### config.mk
export PLATFORM = sky130hd
export DESIGN_NAME = serial_adder
export DESIGN_NICKNAME = d
export VERILOG_FILES = /design/src/rtl/serial_adder_pkg.sv /design/src/rtl/serial_adder_slice.sv /design/src/rtl/serial_adder.sv
export SDC_FILE = /design/constraint.sdc
export NUM_CORES = 1
export LEC_CHECK = 0
export CORE_MARGIN = 8
export CORE_UTILIZATION = 53
export CTS_BUF_LIST = sky130_fd_sc_hd__clkbuf_4 sky130_fd_sc_hd__clkbuf_8
export DETAILED_ROUTE_END_ITERATION = 8
export HOLD_SLACK_MARGIN = 0.02
export PLACE_DENSITY_LB_ADDON = 0.2
export SYNTH_ARGS = -nofsm -noshare
export SYNTH_HDL_FRONTEND = slang
export SYNTH_HIERARCHICAL = 1
export SYNTH_SLANG_ARGS = --single-unit
### constraint.sdc
create_clock -name clk_i -period 2.5 [get_ports clk_i]
set_input_delay 0.75 -clock clk_i [delete_from_list [all_inputs] [get_ports clk_i]]
set_output_delay 0.75 -clock clk_i [all_outputs]
set_load 0.02 [all_outputs]
### src/rtl/serial_adder_pkg.sv
// Shared definitions for the bit-serial adder: FSM encoding and slice-count helper.
package serial_adder_pkg;

  localparam logic [1:0] ST_IDLE = 2'd0;
  localparam logic [1:0] ST_RUN  = 2'd1;
  localparam logic [1:0] ST_DONE = 2'd2;

  // Number of RUN cycles needed to cover the operand width.
  function automatic int slices(input int width, input int bpc);
    return width / bpc;
  endfunction

endpackage

### src/rtl/serial_adder_slice.sv
// Combinational ripple of BITS_PER_CYCLE full-adder bits. Also exposes the
// carry into the top bit so the caller can form signed overflow.
module adder_slice #(
  parameter int BITS_PER_CYCLE = 1
) (
  input  logic [BITS_PER_CYCLE-1:0] a_i,
  input  logic [BITS_PER_CYCLE-1:0] b_i,
  input  logic                      c_i,
  output logic [BITS_PER_CYCLE-1:0] s_o,
  output logic                      c_o,
  output logic                      c_msb_o
);

  logic carry;

  // Ripple the carry bit by bit; a scalar running carry avoids a self-referencing vector.
  always_comb begin
    s_o     = '0;
    c_msb_o = 1'b0;
    carry   = c_i;
    for (int i = 0; i < BITS_PER_CYCLE; i++) begin
      s_o[i]  = a_i[i] ^ b_i[i] ^ carry;
      c_msb_o = carry;
      carry   = (a_i[i] & b_i[i]) | (carry & (a_i[i] ^ b_i[i]));
    end
    c_o = carry;
  end

endmodule

### src/rtl/serial_adder.sv
// Multi-cycle add/subtract: one adder_slice reused over WIDTH/BITS_PER_CYCLE
// cycles. Subtract is folded into the operand load (~b, ~cin) so the datapath
// only ever adds; cout is the raw carry (borrow = ~cout for subtract).
module serial_adder
  import serial_adder_pkg::*;
#(
  parameter int WIDTH          = 8,
  parameter int BITS_PER_CYCLE = 1
) (
  input  logic             clk_i,
  input  logic             rst_n_i,
  input  logic             start_i,
  input  logic [WIDTH-1:0] a_i,
  input  logic [WIDTH-1:0] b_i,
  input  logic             cin_i,
  input  logic             sub_i,
  output logic             busy_o,
  output logic             done_o,
  output logic [WIDTH-1:0] sum_o,
  output logic             cout_o,
  output logic             overflow_o
);

  localparam int N  = slices(WIDTH, BITS_PER_CYCLE);
  localparam int CW = $clog2(N) + 1;

  if ((WIDTH < 2) || (BITS_PER_CYCLE < 1) || ((WIDTH % BITS_PER_CYCLE) != 0)) begin : g_bad_cfg
    $error("serial_adder: WIDTH must be >= 2 and a multiple of BITS_PER_CYCLE");
  end

  logic [1:0]                state_q, state_d;
  logic [WIDTH-1:0]          a_q, a_d, b_q, b_d, sum_q, sum_d;
  logic                      carry_q, carry_d;
  logic [CW-1:0]             k_q, k_d;
  logic                      cout_q, cout_d, ovf_q, ovf_d;
  logic [BITS_PER_CYCLE-1:0] sl_a, sl_b, sl_s;
  logic                      sl_c, sl_cmsb;

  // Select slice k of each operand; constant-index decode keeps widths exact.
  always_comb begin
    sl_a = '0;
    sl_b = '0;
    for (int j = 0; j < N; j++) begin
      if (k_q == CW'(j)) begin
        sl_a = a_q[j*BITS_PER_CYCLE +: BITS_PER_CYCLE];
        sl_b = b_q[j*BITS_PER_CYCLE +: BITS_PER_CYCLE];
      end
    end
  end

  adder_slice #(.BITS_PER_CYCLE(BITS_PER_CYCLE)) u_slice (
    .a_i    (sl_a),
    .b_i    (sl_b),
    .c_i    (carry_q),
    .s_o    (sl_s),
    .c_o    (sl_c),
    .c_msb_o(sl_cmsb)
  );

  // FSM and datapath next state: load on accepted start, one slice per RUN cycle.
  always_comb begin
    state_d = state_q;
    a_d     = a_q;
    b_d     = b_q;
    carry_d = carry_q;
    k_d     = k_q;
    sum_d   = sum_q;
    cout_d  = cout_q;
    ovf_d   = ovf_q;
    case (state_q)
      ST_IDLE, ST_DONE: begin
        if (start_i) begin
          a_d     = a_i;
          b_d     = sub_i ? ~b_i : b_i;
          carry_d = cin_i ^ sub_i;
          k_d     = '0;
          state_d = ST_RUN;
        end else begin
          state_d = ST_IDLE;
        end
      end
      ST_RUN: begin
        for (int j = 0; j < N; j++) begin
          if (k_q == CW'(j)) sum_d[j*BITS_PER_CYCLE +: BITS_PER_CYCLE] = sl_s;
        end
        carry_d = sl_c;
        k_d     = k_q + CW'(1);
        if (k_q == CW'(N - 1)) begin
          cout_d  = sl_c;
          ovf_d   = sl_cmsb ^ sl_c;
          state_d = ST_DONE;
        end
      end
      default: state_d = ST_IDLE;
    endcase
  end

  // State and datapath registers with synchronous active-low reset.
  always_ff @(posedge clk_i) begin
    if (!rst_n_i) begin
      state_q <= ST_IDLE;
      a_q     <= '0;
      b_q     <= '0;
      carry_q <= 1'b0;
      k_q     <= '0;
      sum_q   <= '0;
      cout_q  <= 1'b0;
      ovf_q   <= 1'b0;
    end else begin
      state_q <= state_d;
      a_q     <= a_d;
      b_q     <= b_d;
      carry_q <= carry_d;
      k_q     <= k_d;
      sum_q   <= sum_d;
      cout_q  <= cout_d;
      ovf_q   <= ovf_d;
    end
  end

  assign busy_o     = (state_q == ST_RUN);
  assign done_o     = (state_q == ST_DONE);
  assign sum_o      = sum_q;
  assign cout_o     = cout_q;
  assign overflow_o = ovf_q;

endmodule
# After elaboration in Yosys (flattened, before gate mapping)
# Index checks and enable logic that the tools add are counted.
[word_totals]
regBits = 33
in_bits = 21
out_inout_bits = 12
word_cells = 73
[classes]
n_addsub = 1
eq_ne = 11
muxes = 24
bitwise_logic = 8
reduce_logical = 14
[ops]
columns = ["operator", "count"]
rows = [
  ["$reduce_and 2->1", 10],
  ["$mux 1", 18],
  ["$eq 4x3->1 const B", 4],
  ["$eq 4x2->1 const B", 2],
  ["$mux 8", 1],
  ["$not 8->8", 1],
  ["$pmux 4 s2", 1],
  ["$add 4x1->4 const B", 1],
  ["$eq 4x1->1 const B", 1],
  ["$logic_not 4->1", 1],
  ["$mux 4", 1],
  ["$pmux 2 s2", 1],
  ["$xor 1x1->1", 4],
  ["$and 1x1->1", 2],
  ["$eq 2x1->1 const B", 1],
  ["$eq 2x2->1 const B", 1],
  ["$logic_not 2->1", 1],
  ["$mux 2", 1],
  ["$ne 2x1->1 const B", 1],
  ["$ne 2x2->1 const B", 1],
  ["$pmux 1 s2", 1],
  ["$reduce_bool 2->1", 1],
  ["$reduce_or 2->1", 1],
  ["$or 1x1->1", 1],
]

# Longest topological paths before layout
# Gate-level depths: netlist of the first run.
[depth]
depth_word = 13
depth_mapped = 10
ltp_nobuf = 8

# Hierarchy
# Netlist of the first run, hierarchy kept.
[by_module_without_submodules]
columns = ["mod", "instances", "cells_per_inst", "area_each_um2", "seq_area_each_um2"]
rows = [
  ["serial_adder", 1, 196, 1619.1, 660.6],
  ["adder_slice", 1, 2, 27.5, 0.0],
]

# Worst setup path after synthesis of the first run
# No wires, ideal clock.
[synth_timing]
path_kind = "register to register"
start = "register k_q[0]"
end = "register sum_q[0], in the netlist sum_o[0]"
setup_time_ns = 0.070
arrival_ns = 2.185
t_required_ns = 2.430
setup_slack_ns = 0.245
path_stages_with_launch = 11
n_path_buf = 2
synth_period_minus_slack_ns = 2.255
cell_sequence = "dfxtp_1 -> inv_1 -> ha_1 -> buf_2 -> nor3b_1 -> o311ai_0 -> o21a_1 -> fa_1 -> clkbuf_1 -> nand3_1 -> a21oi_1"
[synth_between]
elab_chain_cells = 11
word_cells_on_any_way = 27
classes_between = "7 x eq/ne; 16 x mux; 2 x bitwise; 2 x reduce/logical"
[synth_rtl]
columns = ["item", "line_no", "rtl"]
rows = [
  ["start, declared", "serial_adder.sv:34", "logic [CW-1:0] k_q, k_d;"],
  ["start signal, assigned", "serial_adder.sv:114", "k_q <= k_d;"],
  ["$logic_not 4->1", "serial_adder.sv:44", "if (k_q == CW'(j)) begin"],
  ["$mux 1 (7 in series)", "serial_adder.sv:44", ""],
  ["$mux 1 *", "serial_adder.sv:44", ""],
  ["via sl_a", "serial_adder.sv:36", "logic [BITS_PER_CYCLE-1:0] sl_a, sl_b, sl_s;"],
  ["$xor 1x1->1 * (2 in series)", "serial_adder_slice.sv:22", "s_o[i] = a_i[i] ^ b_i[i] ^ carry;"],
  ["via sl_s", "serial_adder.sv:36", ""],
  ["end signal, assigned", "serial_adder.sv:115", "sum_q <= sum_d;"],
  ["end, declared", "serial_adder.sv:32", "logic [WIDTH-1:0] a_q, a_d, b_q, b_d, sum_q, sum_d;"],
]
# The timed path passes the listed nets; every way through them passes the cells marked *.
# A chain may end at the register's enable or synchronous reset.

# Worst setup path after layout of the first run
[layout_timing]
start = "register k_q[0]"
end = "register sum_q[4], in the netlist sum_o[4]"
# Same word-level chain as after synthesis.

==> results of run 1 <==
[worst paths after layout]
| path | from | end | slack, ns | depth (start not counted) |
|---|---|---|---|---|
| worst max register to register | k_q[0] | sum_o[4] | 0.10 | 8 |
| worst min register to register | a_q[2] | a_q[2] | 0.47 | 2 |
| worst min-delay path | a_q[2] | a_q[2] | 0.47 | 2 |
| worst max-delay path | k_q[0] | sum_o[4] | 0.10 | 8 |
[registers in the layout, summed over array words and instances (netlist names)]
signal,flops
cout_o,1
k_q,4
carry_q,1
a_q,8
state_q,2
overflow_o,1
b_q,8
sum_o,8
[timing repair]
action                                 4_1_cts  5_1_grt
setup buffers                                0        0
resized for setup                            1        8
setup endpoints to repair                    2       10
endpoints found under the hold margin        0        0
[cells by family after synthesis]
family / share of synthesized area [%]
buffers and inverters: 6.38
xor gates and xnor gates: 5.32
and+or+nand+nor: 22.9
adders and majority gates: 4.26
AOI/OAI and AO/OA: 21.0
DFF: 40.1
[layout make-up]
type	instances	area, µm²
Fill cell	260	906
Multi-Input combinational cell	141	895
Sequential cell	33	663
Timing Repair Buffer	39	375
Clock buffer	7	58.8
Tap cell	33	41.3
Inverter	9	33.8
Clock inverter	1	30.0
[tightest hold or removal path, stage by stage, from the launching register on]
cell and delay [ns]:
dfxtp_1 0.33, nand2_1 0.05, a21oi_1 0.05
[power groups by stage]
stage	logic (mW)	registers [mW]	clock network [mW]
2_1_floorplan	0.125	0.579	0
3_3_place_gp	0.188	0.580	0
3_5_place_dp	0.194	0.582	0
4_1_cts	0.195	0.569	0.432
5_1_grt	0.220	0.573	0.448
6_report	0.200	0.570	0.428
[routing by layer]
metal	vias up	wire length (µm)	global-route usage, %
met2	50	1900	25.1
li1	751	-	-
met4	0	49	6.12
met3	7	291	5.02
met5	-	0	0
met1	723	1740	18.4
[metrics by stage]
step	TNS, ns	hold WS [ns]
final	0	0.474
after global routing	-0.0580	0.500
after CTS	0	0.475
after detailed placement	-0.0374	0.461
after global placement	0	0.453
after floorplan	0	0.436
[placed cells by master, fill, tap and decap left out, types with 6 or more instances in the layout]
cell type        instances
nand2_1                 21
clkbuf_4                 6
dfxtp_1                 31
nand3_1                 13
xnor2_1                  8
clkdlybuf4s50_1         31
o21ai_0                  6
inv_1                    9
a21oi_1                 28
a211oi_1                11
nor2_1                  10
buf_4                    7
==> impl_metrics.py, run 1 <==
metrics = {
    "setup_path": {
        "crit_family": "adder cells",
        "cp.required_ns": 2.77,
        "cp_common_cell": "a211oi_1",
        "critPathMaxStageDelay_ns": 0.66,
        "crit_type": "reg -> reg",
        "cp_num_buf_inv": 1,
        "end_kind": "flip-flop",
        "start_kind": "flip-flop",
        "path_cells": "inv_1 > ha_1 > a211oi_1 > a211oi_1 > o21a_1 > fa_2 > nand3_1 > a21oi_1",
        "critical_path_peak_fanout": 8,
        "slowest_stage": "fa_2",
        "worstPathArrival_ns": 2.67,
    },
    "detailed_routing": {
        "drtAntennaViolNets": 0,
        "initialDrtViolationCount": 94,
        "viasPerCell": 5.82,
        "wl_mm": 3.98,
        "drc_errors": 0,
        "routedWlPerCell_um": 15.1,
        "first_pass_iters": 4,
        "via_count": 1531,
    },
    "global_routing": {
        "grt_antenna_before_repair": 0,
        "grt_first_pass_wirelength_mm": 6.50,
        "overflow": 0,
        "grt_pass1_vias": 1474,
        "grt_usage_pct": 15.5,
        "grt_max_degree": 25,
    },
    "power": {
        "power_mw": 1.20,
        "pwr-share-comb_pct": 16.7,
        "pwr-share-clk_pct": 35.7,
        "p_int_mw": 0.900,
        "switching_share_pct": 24.9,
        "power.density_mw_per_mm2": 571,
        "ir_worst_vdd_uv": 351,
        "pwr-share-seq_pct": 47.6,
        "p_switching_mw": 0.298,
        "leakage_nw": 0.763,
    },
    "sta": {
        "hold_violations": 0,
        "worst_slack_ns": 0.101,
        "fin_crit_sh_pct": 95.9,
        "final-setup-viol-count": 0,
        "worst_slew_pin_slew_ns": 0.591,
        "skew_ns": 0.0108,
        "slew_headroom_pct": 60.6,
        "period_needed_ns": 2.40,
        "drv_slew": 0,
        "fmax_ghz": 0.417,
    },
    "yosys": {
        "synth_area_mm2": 0.00165,
        "ys_types": 36,
        "synth_top_area_cell": "dfxtp_1",
        "synth.most_common_cell": "dfxtp_1",
        "synth_area_leaders": "dfxtp_1 40%, a21oi_1 8.5%, a211oi_1 5.0%, nand2_1 4.8%, xnor2_1 4.3%",
        "synth-seq-cells": 33,
        "synth-edff-count": 0,
        "yosysSeqAreaShare_pct": 40.1,
        "synth_top_area_share_pct": 40.1,
        "yosys_warnings": 6,
        "synthCells": 198,
        "synth_fp_nets": 224,
        "synthTopCellsByCount": "33 x dfxtp_1, 28 x a21oi_1, 21 x nand2_1, 13 x nand3_1, 11 x a211oi_1",
        "avgSynthCellArea_um2": 8.32,
        "ys.flop_type": "dfxtp_1",
        "ys_async_sr_fraction_pct": 0,
    },
    "placement": {
        "pre_cts_slack_ns": -0.0222,
        "placed_cells": 255,
        "dpl_cell_area_mm2": 0.00199,
        "routabilityCongestion": 0.820,
        "portBuffers": 32,
        "dpl.hpwl_mm": 2.89,
    },
    "layout": {
        "fin_cells": 263,
        "drive_above_1_share_pct": 10.4,
        "fin_util_pct": 69.8,
        "area_growth_pct": 27.4,
        "antenna_cells": 0,
        "stdcell_area_mm2": 0.00210,
        "final_nets": 255,
    },
    "clocking": {
        "clk_pin_slew_ns": 0.10,
        "clkLatencyLatePin_ns": 0.34,
        "cts_hold_buf": 0,
        "htreeDepth": 2,
        "cts.sinks": 33,
        "numCtsBuffers": 5,
        "cts-root-buf": "clkbuf_4",
        "clk_path_buf_depth": 2,
        "cts_tree": "built",
    },
    "floorplanning": {
        "initial_core_util_pct": 54.8,
        "core_mm2": 0.00300,
        "die_y_um": 71.7,
        "top_level_ports": 33,
        "die_x_um": 71.7,
        "rows": 20,
        "die-area_mm2": 0.00515,
    },
    "hold_path": {
        "hold_class": "reg -> reg",
    },
    "run_status": {
        "status": "finished clean",
    },
    "job": {
        "maxCapViolations": 0,
    },
}
(Power assumes the default switching activity.)
==> inputs of run 2 (changes only) <==
--- a/config.mk
+++ b/config.mk
@@ -10,7 +10,7 @@
 export CTS_BUF_LIST = sky130_fd_sc_hd__clkbuf_4 sky130_fd_sc_hd__clkbuf_8
 export DETAILED_ROUTE_END_ITERATION = 8
 export HOLD_SLACK_MARGIN = 0.02
-export PLACE_DENSITY_LB_ADDON = 0.2
+export PLACE_DENSITY = 0.79
 export SYNTH_ARGS = -nofsm -noshare
 export SYNTH_HDL_FRONTEND = slang
 export SYNTH_HIERARCHICAL = 1
==> run 2 against run 1 <==
Net effect:
- cell count unchanged
- critical path depth down 5
- fmax up 2.0%
==> impl_metrics.py, run 2 (synthesis gave the netlist of run 1 again) <==
metrics = {
    "run_status": {
        "status": "finished clean",
    },
    "sta": {
        "slew_headroom_pct": 59.7,
        "hold_violations": 0,
        "fmax_ghz": 0.425,
        "worst_slack_ns": 0.149,
        "fin_crit_sh_pct": 94.1,
        "grt_setup_unrepaired": "false",
        "skew_ns": 0.00375,
        "setup_tns_ns": 0,
        "drv_slew": 0,
        "final-setup-viol-count": 0,
        "worst_slew_pin_slew_ns": 0.605,
        "period_needed_ns": 2.35,
    },
    "layout": {
        "multi_input_area_um2": 892,
        "layout_commonest_cell": "dfxtp_1",
        "area_growth_pct": 25.8,
        "nFillCells": 247,
        "antenna_cells": 0,
        "stdcell_area_mm2": 0.00207,
        "regArea_um2": 662,
        "layout.cells.most_common_list": "32 x dfxtp_1, 31 x clkdlybuf4s50_1, 28 x a21oi_1",
        "drive_above_1_share_pct": 9.57,
        "fin_cells": 263,
        "final_nets": 256,
    },
    "setup_path": {
        "end_kind": "primary output",
        "cp.required_ns": 1.75,
        "start_kind": "flip-flop",
        "worstPathArrival_ns": 1.60,
        "critical_path_peak_fanout": 9,
        "crit_type": "reg -> out",
    },
    "power": {
        "leakage_nw": 0.754,
        "pwr-share-seq_pct": 52.2,
        "ir_worst_vdd_uv": 348,
        "pwr-share-clk_pct": 29.2,
        "pwr-share-comb_pct": 18.6,
        "power_mw": 1.09,
        "power.density_mw_per_mm2": 526,
        "switching_share_pct": 27.1,
        "p_int_mw": 0.795,
        "p_switching_mw": 0.295,
    },
    "clocking": {
        "htreeDepth": 2,
        "cts-root-buf": "clkbuf_4",
        "clkLatencyLatePin_ns": 0.34,
        "numCtsBuffers": 5,
        "clk_pin_slew_ns": 0.09,
        "cts.sinks": 33,
        "cts_tree": "built",
        "clk_path_buf_depth": 2,
        "post-cts-setup-buffers": 0,
    },
    "placement": {
        "placed_cells": 256,
        "dpl_cell_area_mm2": 0.00200,
        "pre_cts_slack_ns": 0.0214,
        "dpl.hpwl_mm": 2.95,
        "portBuffers": 32,
        "routabilityCongestion": 0.820,
    },
    "detailed_routing": {
        "drc_errors": 0,
        "viasPerCell": 5.76,
        "routedWlPerCell_um": 14.6,
        "drtAntennaViolNets": 0,
        "first_pass_iters": 5,
        "via_count": 1515,
        "initialDrtViolationCount": 124,
        "wl_mm": 3.84,
    },
    "floorplanning": {
        "die-area_mm2": 0.00515,
        "initial_core_util_pct": 54.8,
        "die_y_um": 71.7,
        "core_mm2": 0.00300,
        "die_x_um": 71.7,
        "top_level_ports": 33,
        "rows": 20,
    },
    "job": {
        "maxCapViolations": 0,
    },
    "global_routing": {
        "grt_usage_pct": 15.5,
        "grt_antenna_before_repair": 0,
        "grt_pass1_vias": 1498,
        "grt_max_degree": 33,
        "grt_first_pass_wirelength_mm": 6.39,
        "overflow": 0,
    },
    "hold_path": {
        "hold_class": "reg -> reg",
    },
}
## run 2: cell count changes in the layout (fill, tap and decap cells not counted), sizes merged
cell    previous run  this run
bufinv             1         0
buf                7         8
## run 2: layout make-up
type                            count  share of cell area (%)
Tap cell                           33                    1.99
Sequential cell                    33                    32.0
Multi-Input combinational cell    141                    43.1
Inverter                            9                    1.63
Clock buffer                        7                    2.84
Timing Repair Buffer               40                    18.5
## run 2: layer usage
layer	part of all wire (%)	global-route usage [%]	up-vias	wire length [µm]
met5	0	0	-	0
met4	1.0	6.12	0	40
met3	6.1	6.28	6	234
met2	51	28.0	38	1960
met1	42	15.2	718	1600
li1	-	-	753	-
## run 2: worst max-delay path, stage by stage, from the launching register on
cell	delay, ns
dfxtp_1	0.32
buf_4	0.16
and2b_1	0.18
clkdlybuf4s50_1	0.59
## run 2: worst paths after layout
path	to	depth (start not counted)	from	slack (ns)
max reg2reg	sum_o[5]	8	k_q[0]	0.15
min	a_q[2]	2	a_q[2]	0.47
min reg2reg	a_q[2]	2	a_q[2]	0.47
max	done_o	3	state_q[0]	0.15
## run 2: what timing repair did
item                       CTS  global route
hold endpoints to repair     0             0
hold buffers                 0             0
setup endpoints to repair    0            10
gates resized for setup      0             6
## run 2: through the flow
step / util, % / hold slack (ns)
3_3_place_gp: 66.5 / 0.452
4_1_cts: 68.5 / 0.470
2_1_floorplan: - / 0.436
5_1_grt: 69.0 / 0.487
6_report: 69.0 / 0.470
3_5_place_dp: 66.5 / 0.457
## run 2: power by group through the flow
stage / Sequential [mW] / Combinational (mW) / Clock, mW
after floorplan: 0.579 / 0.125 / 0
after global placement: 0.580 / 0.186 / 0
after detailed placement: 0.581 / 0.197 / 0
after CTS: 0.569 / 0.197 / 0.320
after global routing: 0.572 / 0.222 / 0.337
final: 0.569 / 0.203 / 0.318
